### src/rtl/rsc_encode.sv
// Rate-1/2 recursive systematic convolutional encoder, memory 2, generators (7,5).
// Encodes a 4-bit word plus 2 trellis-terminating tail bits as 6 coded pairs.
// All outputs are registered. Each edge computes the pair that is shown in the
// following cycle, so the first pair appears the cycle after start is accepted.
module rsc_encode (
  input  logic       clk,
  input  logic       rst,
  input  logic       start,
  input  logic [3:0] data_in,
  output logic       busy,
  output logic       bit_valid,
  output logic       sys_bit,
  output logic       par_bit,
  output logic       enc_done,
  output logic [5:0] cw_sys,
  output logic [5:0] cw_par
);

  typedef enum logic [1:0] {IDLE, ENC, TAIL, DONE} state_t;

  state_t     state, state_n;
  logic [2:0] cnt, cnt_n;        // index of the step currently on the outputs
  logic [3:0] data_q, data_n;
  logic       s1, s2, s1_n, s2_n;
  logic [5:0] sh_sys, sh_par, sh_sys_n, sh_par_n;
  logic [5:0] cw_sys_n, cw_par_n;
  logic       busy_n, done_n, emit;
  logic       u, a, p, s1_b, s2_b;
  logic [1:0] idx;

  // State, trellis and output registers
  always_ff @(posedge clk or posedge rst) begin
    if (rst) begin
      state     <= IDLE;
      cnt       <= '0;
      data_q    <= '0;
      s1        <= 1'b0;
      s2        <= 1'b0;
      sh_sys    <= '0;
      sh_par    <= '0;
      busy      <= 1'b0;
      bit_valid <= 1'b0;
      sys_bit   <= 1'b0;
      par_bit   <= 1'b0;
      enc_done  <= 1'b0;
      cw_sys    <= '0;
      cw_par    <= '0;
    end else begin
      state     <= state_n;
      cnt       <= cnt_n;
      data_q    <= data_n;
      s1        <= s1_n;
      s2        <= s2_n;
      sh_sys    <= sh_sys_n;
      sh_par    <= sh_par_n;
      busy      <= busy_n;
      bit_valid <= emit;
      sys_bit   <= emit & u;
      par_bit   <= emit & p;
      enc_done  <= done_n;
      cw_sys    <= cw_sys_n;
      cw_par    <= cw_par_n;
    end
  end

  // Next-state logic and the encoder step for the pair shown next cycle
  always_comb begin
    state_n  = state;
    cnt_n    = cnt;
    data_n   = data_q;
    s1_b     = s1;
    s2_b     = s2;
    emit     = 1'b0;
    u        = 1'b0;
    busy_n   = 1'b0;
    done_n   = 1'b0;
    cw_sys_n = cw_sys;
    cw_par_n = cw_par;
    idx      = 2'd2 - cnt[1:0];
    case (state)
      IDLE: begin
        if (start) begin
          // Trellis starts from zero; the first step is computed on this edge.
          data_n  = data_in;
          s1_b    = 1'b0;
          s2_b    = 1'b0;
          emit    = 1'b1;
          u       = data_in[3];
          cnt_n   = 3'd0;
          busy_n  = 1'b1;
          state_n = ENC;
        end
      end
      ENC: begin
        emit   = 1'b1;
        busy_n = 1'b1;
        cnt_n  = cnt + 3'd1;
        if (cnt == 3'd3) begin
          u       = s1 ^ s2;       // first tail bit, forces feedback to 0
          state_n = TAIL;
        end else begin
          u = data_q[idx];
        end
      end
      TAIL: begin
        busy_n = 1'b1;
        if (cnt == 3'd4) begin
          emit  = 1'b1;
          u     = s1 ^ s2;
          cnt_n = 3'd5;
        end else begin
          done_n   = 1'b1;
          cw_sys_n = sh_sys;
          cw_par_n = sh_par;
          state_n  = DONE;
        end
      end
      DONE: begin
        cnt_n   = 3'd0;
        state_n = IDLE;
      end
      default: state_n = IDLE;
    endcase
    a        = u ^ s1_b ^ s2_b;
    p        = a ^ s2_b;
    s1_n     = emit ? a : s1;
    s2_n     = emit ? s1_b : s2;
    sh_sys_n = emit ? {sh_sys[4:0], u} : sh_sys;
    sh_par_n = emit ? {sh_par[4:0], p} : sh_par;
  end

endmodule

### config.mk
export PLATFORM = sky130hd
export DESIGN_NAME = rsc_encode
export DESIGN_NICKNAME = d
export VERILOG_FILES = /design/src/rtl/rsc_encode.sv
export SDC_FILE = /design/constraint.sdc
export NUM_CORES = 1
export LEC_CHECK = 0
export CAP_MARGIN = 20
export CORE_ASPECT_RATIO = 1.2
export CORE_MARGIN = 4
export CORE_UTILIZATION = 45
export CTS_CLUSTER_SIZE = 30
export DETAILED_ROUTE_END_ITERATION = 10
export PLACE_DENSITY = 0.79
export RECOVER_POWER = 50
export SKIP_LAST_GASP = 1
export SYNTH_ARGS = -nofsm -noshare
export SYNTH_HDL_FRONTEND = slang
export SYNTH_SLANG_ARGS = --single-unit
### constraint.sdc
create_clock -name clk -period 3.3 [get_ports clk]
set_input_delay 0.825 -clock clk [delete_from_list [all_inputs] [get_ports clk]]
set_output_delay 0.825 -clock clk [all_outputs]
set_load 0.02 [all_outputs]
After elaboration in Yosys (flattened, before gate mapping). Index checks and enable logic that the tools add are counted.

Bitwise operators: 7. Reductions and logical operators: 6. $add $sub $neg: 2. Muxes and demuxes: 23. Equal/unequal tests: 9. Order comparisons: 1.

Operators with widths (count): 1-bit 2-to-1 mux (12); 3-bit case mux with 4 select lines (1); 2-bit inequality test, second input constant (4); 2-bit case mux with 4 select lines (1); 2-bit 2-to-1 mux (3); 3-bit 2-to-1 mux (2); 1-bit case mux with 3 select lines (2); 2-bit AND reduction (3); 2-bit equality test, second input constant (2); 1-bit bitwise XOR (4); 3-bit by 1-bit adder with 3-bit output, second input constant (1); 3-bit by 2-bit equality test with 1-bit output, second input constant (1); 3-bit equality test, second input constant (1); 2-bit by 3-bit less-than comparator with 1-bit output, second input constant (1); 3-bit AND reduction (1); 1-bit bitwise AND (2); 1-bit binary-select mux with 2-bit select (1); 2-bit by 1-bit equality test with 1-bit output, second input constant (1); 2-bit zero test (1); 1-bit case mux with 2 select lines (1); 2-bit OR reduction (1); 2-bit subtractor, first input constant (1); 1-bit inverter (1).

Output and inout port bits: 17. Register bits after elaboration: 40. Word-level logic and storage cells: 62. Bits of input ports: 7.

Longest topological paths before layout. Gate-level depths: netlist (run 1).

Word-level depth: 9. Depth in mapped cells: 8. Gate-level depth less buffers: 8.

Least setup slack after synthesis (run 1). Ideal clock, no wire load.

Path type: register to register. Start point: reg cnt[0]. End point: reg s1. Data required time: 3.229 ns. Cell stages (with the launch flop): 8. Setup time: 0.071 ns. Clock period less this slack: 1.865 ns. Arrival: 1.794 ns. Slack: 1.435 ns. Buffers on the path: 0. Cell sequence: dfrtp_1 > inv_1 > ha_1 > mux4_2 > nor2b_4 > nor3_4 > mux2_1 > nand4_1.

Longest elaborated chain between the ends: 7. Elaborated cells between the ends (all ways): 12. Those cells by class: add/sub: 1; eq/ne: 2; mux: 7; bitwise: 2.

RTL lines: from (decl) (RTL line 22) `logic [2:0] cnt, cnt_n;`; from (signal assigned) (RTL line 50) `cnt <= cnt_n;`; 2-bit subtractor (RTL line 79) `idx = 2'd2 - cnt[1:0];`; 1-bit binary-select mux with 2-bit select (RTL line 102) `u = data_q[idx];`; 1-bit 2-to-1 mux (not written as such) (RTL line 102); 1-bit 2-to-1 mux (RTL line 98) `if (cnt == 3'd3) begin`; 1-bit case mux with 3 select lines (RTL line 80) `case (state)`; 1-bit bitwise XOR (2 in series) (RTL line 124) `a = u ^ s1_b ^ s2_b;`; to (signal assigned) (RTL line 52) `s1 <= s1_n;`; to (decl) (RTL line 24) `logic s1, s2, s1_n, s2_n;`.

Parallel ways exist; a longest one is shown, timed or not. The select of a mux whose other input is x is not followed. A chain may end at the register's enable or synchronous reset.

Worst setup path after layout (run 1).
Start point: in start. End point: reg s1.

Longest elaborated chain between the ends: 4. Elaborated cells between the ends (all ways): 10. Those cells by class: mux: 8; bitwise: 2.

RTL lines: from (decl) (RTL line 8) `input logic start,`; 1-bit 2-to-1 mux (RTL line 82) `if (start) begin`; 1-bit case mux with 3 select lines / 1-bit 2-to-1 mux (equally long branches) (RTL line 80); 1-bit bitwise XOR (2 in series) (RTL line 124).

Parallel ways exist; a longest one is shown, timed or not.

==> results of run 1 <==
## logic make-up after synthesis
group | after synthesis | synth area share
AOI/OAI and AO/OA | 16 | 0.0542
xor gates and xnor gates | 2 | 0.00999
adders and majority gates | 8 | 0.0571
buffers and inverters | 11 | 0.0243
DFF | 40 | 0.571
muxes | 18 | 0.122
and+or+nand+nor | 59 | 0.162
## routing by layer
layer / vias to the layer above / GRT usage / wire, um
li1: 568 / - / -
met1: 547 / 0.150 / 1230
met2: 31 / 0.240 / 1610
met3: 6 / 0.0354 / 153
met4: 0 / 0.0529 / 70
met5: - / 0 / 0
## final cells by class
type / count / area share
clock inverter: 2 / 0.0276
sequential: 40 / 0.460
timing repair buffer: 26 / 0.113
inverter: 7 / 0.0121
clock buffer: 5 / 0.0316
multi-input combinational: 103 / 0.326
tap: 52 / 0.0299
## worst max-delay path, delay by kind of cell
family | cells | cell delay [ns]
AOI/OAI and AO/OA | 2 | 0.28
muxes | 1 | 0.31
buffers and inverters | 2 | 0.89
and+or+nand+nor | 2 | 0.23
## per-stage QoR
| stage | setup WS (ns) | util | power (mW) |
|---|---|---|---|
| 2_1_floorplan | 1.43 | - | 1.51 |
| 3_3_place_gp | 0.869 | 0.557 | 1.79 |
| 3_5_place_dp | 0.766 | 0.557 | 1.85 |
| 4_1_cts | 1.08 | 0.591 | 2.32 |
| 5_1_grt | 0.863 | 0.590 | 2.44 |
| 6_report | 0.990 | 0.590 | 2.29 |
## synth_stat cells (2+ instances only)
cell and number:
clkbuf_1 2, nor2_1 3, dfrtp_1 40, nand2b_1 2
inv_1 7, a21o_1 3, nand4b_1 2, a21oi_1 4
mux2_2 16, nand2_1 40, xnor2_1 2, nand3_1 3
o21ai_0 6, ha_1 8
## power groups by stage
stage                     Combinational [mW]  Clock (mW)  Sequential, mW
final                                   1.00       0.461           0.824
after global routing                    1.10       0.487           0.854
after CTS                               1.02       0.470           0.829
after detailed placement                1.01           0           0.837
after floorplan                        0.604           0           0.908
after global placement                 0.972           0           0.822
## worst paths after layout
path | startpoint | to
max | start | s1
min | sh_sys[5] | sh_sys[5]
max reg2reg | cnt[0] | s1
min reg2reg | sh_sys[5] | sh_sys[5]
max in group asynchronous | rst | s2
min in group asynchronous | rst | sh_sys[2]
## flip-flops by register name, indices dropped and copies added, names as in the netlist
register   count
sh_par         6
enc_done       1
s2             1
s1             1
busy           1
sys_bit        1
par_bit        1
state          2
cw_sys         6
bit_valid      1
cnt            3
cw_par         6
sh_sys         6
data_q         4
## placed cells by master, fill, tap and decap left out, types with 2 or more instances in the layout
cell type         n
ha_1              8
nor2_1            3
a21oi_1           4
clkbuf_8          5
inv_1             7
nand2_1          40
nand3_1           3
o21ai_0           6
nand4b_1          2
dfrtp_1          40
xnor2_1           2
mux2_2           16
dlygate4sd3_1     2
clkdlybuf4s50_1  21
nand2b_1          2
a21o_1            3
bufinv_16         2
==> reports/metrics.csv, run 1 <==
metric;value;unit
status;finished clean;
I/O pin count;24;
Pint;1.47;mW
Fin Hold WS;0.476;ns
worst endpoint required time;3.53;ns
reg2reg path depth;7;
Sw Share;0.355;
pwr/cell area;1050;nW/um^2
Starting Density;0.475;
area occupied by multi-input gates;711;sq um
Avg Inst Size Synth;11.4;sq um
FILL cells;323;
hold_buf cts;0;
synth warn;0;
Synth Instances;154;
placed cell areas;2060;sq um
reg2reg setup slack;1.24;ns
CTS root buf;clkbuf_8;
Tightest Pin Transition;0.972;ns
Final Critical Period;2.31;ns
core area;3690;sq um
Detail Placement HPWL;2220;um
CP max stage delay;0.61;ns
cell count after placement;228;
clk_skew;0.00644;ns
cell area after synthesis;1750;sq um
share of layout cells above drive strength 1;0.175;
final setup violation count;0;
WL final;3060;um
number of global-route vias before repair;1163;
EDFF count, synth;0;
largest net degree at the start of global routing;41;
CTS sink cnt;40;
Primary FF master, synth;dfrtp_1;
Die Y;76.4;um
Total GRT Usage;0.135;
Final Net Count;198;
antenna cells;0;
post-route cell area;2180;sq um
Clock power frac;0.202;
WL/cell;13.0;um
Unique masters post-synth;30;
die extent in x;65.0;um
port buffer count;23;
RSZ-0062 raised after global routing;false;
register area;1000;sq um
Setup TNS;0;ns
CTS resizes;0;
kind of critical path;in2reg;
Post-synth ARST share;1.00;
clk slew on worst S/H paths;0.08;ns
slowest cell on the critical path;dlygate4sd3_1;
Sw Pwr;812;uW
syn nets;169;
nature of the critical path endpoint;flip-flop;
num rows;24;
1st-pass router iterations;4;
DRC viols;0;
sequential cell fraction of total power;0.361;
Post-CTS Setup Bufs;0;
hold path cells;2;
FF+latch count, synth;40;
P&R area growth vs syn;24.2;%
vias after detailed routing;1152;
Logic pwr share;0.438;
maximum VDD drop;0.545;mV
global-route wire length before repair;5200;um
register area share after synthesis;0.571;
Area contributors post-synth;dfrtp_1 57%, mux2_2 10%, nand2_1 8.6%;
initial antenna violation count;0;
die area;4970;sq um
ANT nets after route;0;
Hold Vio Cnt, Final;0;
Peak Freq;0.433;GHz
Lkg Pwr;1.05;nW
fin cells;235;
vias per cell;4.90;
Longest Clk Path Bufs;2;
min-delay worst type;reg2reg;
DRT iter0 DRCs;36;
global route total overflow;0;
Final Wtd Congestion;0.913;
final slew viol count;0;
CTS H-tree depth;2;
top-area cell type share of the netlist area;0.571;
largest area contributor in the synthesized netlist;dfrtp_1;
worst skew pair latency;0.29;ns
Final Cycle Share;0.700;
Max-slew headroom;0.352;
Arr. time, crit path;2.54;ns
Num CTS Buffers;5;
Worst setup SP type;primary input;
Max Cap Violations;0;
cell chain of the critical path;dlygate4sd3_1 -> a21oi_1 -> a21o_1 -> inv_1 -> nand4b_1 -> mux2_1 -> nand4_1;
CTS tree;built;
critical path peak fanout;12;
Note: power is estimated with default switching activity, not from simulation.
==> run 2, diff against run 1 <==
--- a/config.mk
+++ b/config.mk
@@ -11,7 +11,7 @@
 export CORE_UTILIZATION = 45
 export CTS_CLUSTER_SIZE = 30
 export DETAILED_ROUTE_END_ITERATION = 10
-export PLACE_DENSITY = 0.79
+export PLACE_DENSITY = 0.81
 export RECOVER_POWER = 50
 export SKIP_LAST_GASP = 1
 export SYNTH_ARGS = -nofsm -noshare
==> constraint.sdc (replaced) <==
create_clock -name clk -period 2.05 [get_ports clk]
set_input_delay 0.5125 -clock clk [delete_from_list [all_inputs] [get_ports clk]]
set_output_delay 0.5125 -clock clk [all_outputs]
set_load 0.02 [all_outputs]
==> run 2 against run 1 <==
Sequential share of layout area is 0.18 points lower. Utilization is 0.24 points higher. Die area stayed put. First-iteration DRC count stayed put. Sequential power is 61% higher. Non-clock buffer count is 4 higher. Design area is 0.40% higher. Largest cell class unchanged. Largest power group unchanged. Highest routed layer unchanged.
==> reports/metrics.csv, run 2 (synthesis gave the netlist of run 1 again) <==
metric;value;unit
port buffer count;23;
I/O pin count;24;
initial antenna violation count;0;
reg2reg setup slack;0.07;ns
maximum VDD drop;0.867;mV
Worst setup SP type;flip-flop;
area occupied by multi-input gates;711;sq um
Tightest Pin Transition;0.953;ns
final setup violation count;0;
Detail Placement HPWL;2460;um
CTS sink cnt;40;
FILL cells;331;
CTS root buf;clkbuf_8;
pwr/cell area;1660;nW/um^2
1st-pass router iterations;6;
WL final;3320;um
Hold Vio Cnt, Final;0;
Fin Hold WS;0.481;ns
Final Cycle Share;0.965;
number of global-route vias before repair;1234;
clk_skew;0.00638;ns
CTS tree;built;
most used cell, CP;ha_1;
Final Critical Period;1.98;ns
Total GRT Usage;0.146;
nature of the critical path endpoint;flip-flop;
core area;3690;sq um
die extent in x;65.0;um
die area;4970;sq um
critical path peak fanout;4;
cell count after placement;229;
fin cells;240;
Final Net Count;202;
clk slew on worst S/H paths;0.07;ns
Num CTS Buffers;5;
commonest non-fill, non-tap cells in the layout;40 x nand2_1, 40 x dfrtp_1, 22 x clkdlybuf4s50_1, 16 x mux2_2, 8 x ha_1;
vias after detailed routing;1211;
cell chain of the critical path;ha_1 -> ha_1 -> or2b_2 -> nor2b_4 -> nor3_4 -> buf_4 -> a211o_2 -> nand4_1;
slowest cell on the critical path;dfrtp_1;
share of layout cells above drive strength 1;0.191;
Max-slew headroom;0.365;
ANT nets after route;0;
status;finished clean;
Final Wtd Congestion;0.909;
largest net degree at the start of global routing;41;
DRT iter0 DRCs;36;
hold_buf cts;0;
num rows;24;
placed cell areas;2060;sq um
Starting Density;0.475;
antenna cells;0;
min-delay worst type;reg2reg;
vias per cell;5.05;
P&R area growth vs syn;24.7;%
Die Y;76.4;um
CTS H-tree depth;2;
global route total overflow;0;
RSZ-0062 raised after global routing;true;
Max Cap Violations;0;
DRC viols;0;
global-route wire length before repair;5640;um
register area;1000;sq um
Peak Freq;0.506;GHz
CP max stage delay;0.41;ns
WL/cell;13.8;um
Longest Clk Path Bufs;2;
Arr. time, crit path;2.20;ns
kind of critical path;reg2reg;
Total Power;3.64;mW
worst skew pair latency;0.29;ns
post-route cell area;2190;sq um
Lkg Pwr;1.06;nW
worst endpoint required time;2.27;ns
final slew viol count;0;
[run 2: cell count changes in the layout (fill, tap and decap cells not counted)]
| cell | before | now |
|---|---|---|
| a21boi_0 | 0 | 1 |
| dlygate4sd3_1 | 2 | 1 |
| clkinv_2 | 0 | 1 |
| buf_4 | 1 | 5 |
| bufinv_16 | 2 | 1 |
| a21boi_1 | 1 | 0 |
| clkbuf_1 | 1 | 2 |
| clkdlybuf4s50_1 | 21 | 22 |
[run 2: cell type report]
class | count | share of cell area
Tap cell | 52 | 0.0297
Clock inverter | 2 | 0.0160
Inverter | 7 | 0.0120
Multi-Input combinational cell | 103 | 0.325
Timing Repair Buffer | 30 | 0.126
Clock buffer | 6 | 0.0332
Sequential cell | 40 | 0.458
[run 2: what timing repair did]
| item | in CTS | in global routing |
|---|---|---|
| pin swaps | 0 | 1 |
| setup endpoints to repair | 1 | 1 |
| gates resized for setup | 0 | 0 |
| setup buffers | 1 | 2 |
[run 2: final timing paths]
| check | start | end | cells after the start |
|---|---|---|---|
| setup / recovery | cnt[0] | s1 | 8 |
| hold / removal | sh_sys[5] | sh_sys[5] | 2 |
| setup reg to reg | cnt[0] | s1 | 8 |
| hold reg to reg | sh_sys[5] | sh_sys[5] | 2 |
| max in group asynchronous | rst | cw_sys[5] | 3 |
| min in group asynchronous | rst | sh_par[5] | 3 |
[run 2: critical path, delay by kind of cell, from the launching register on]
family | cells | cell delay, ns
simple gates | 4 | 0.61
flops | 1 | 0.41
compound gates | 1 | 0.29
buf+inv | 1 | 0.14
fa+ha+maj | 2 | 0.45
[run 2: report_power, final]
part           internal (mW)  total [mW]  switching, mW
Sequential              1.12        1.33          0.210
Clock                  0.361       0.617          0.256
Combinational          0.817        1.69          0.877
Total                   2.30        3.64           1.34
[run 2: layer usage]
layer	global-route usage	up-vias	wire length [um]
met3	0.0428	14	184
met5	0	-	0
met1	0.155	580	1240
li1	-	579	-
met4	0.0930	0	132
met2	0.247	38	1760
[run 2: through the flow]
stage	utilization	setup TNS, ns	setup slack [ns]
after floorplan	-	0	0.185
after global placement	0.559	0	0.107
after detailed placement	0.559	0	0.00357
after CTS	0.590	0	0.0598
after global routing	0.592	-0.00569	-0.00328
final	0.592	0	0.0720
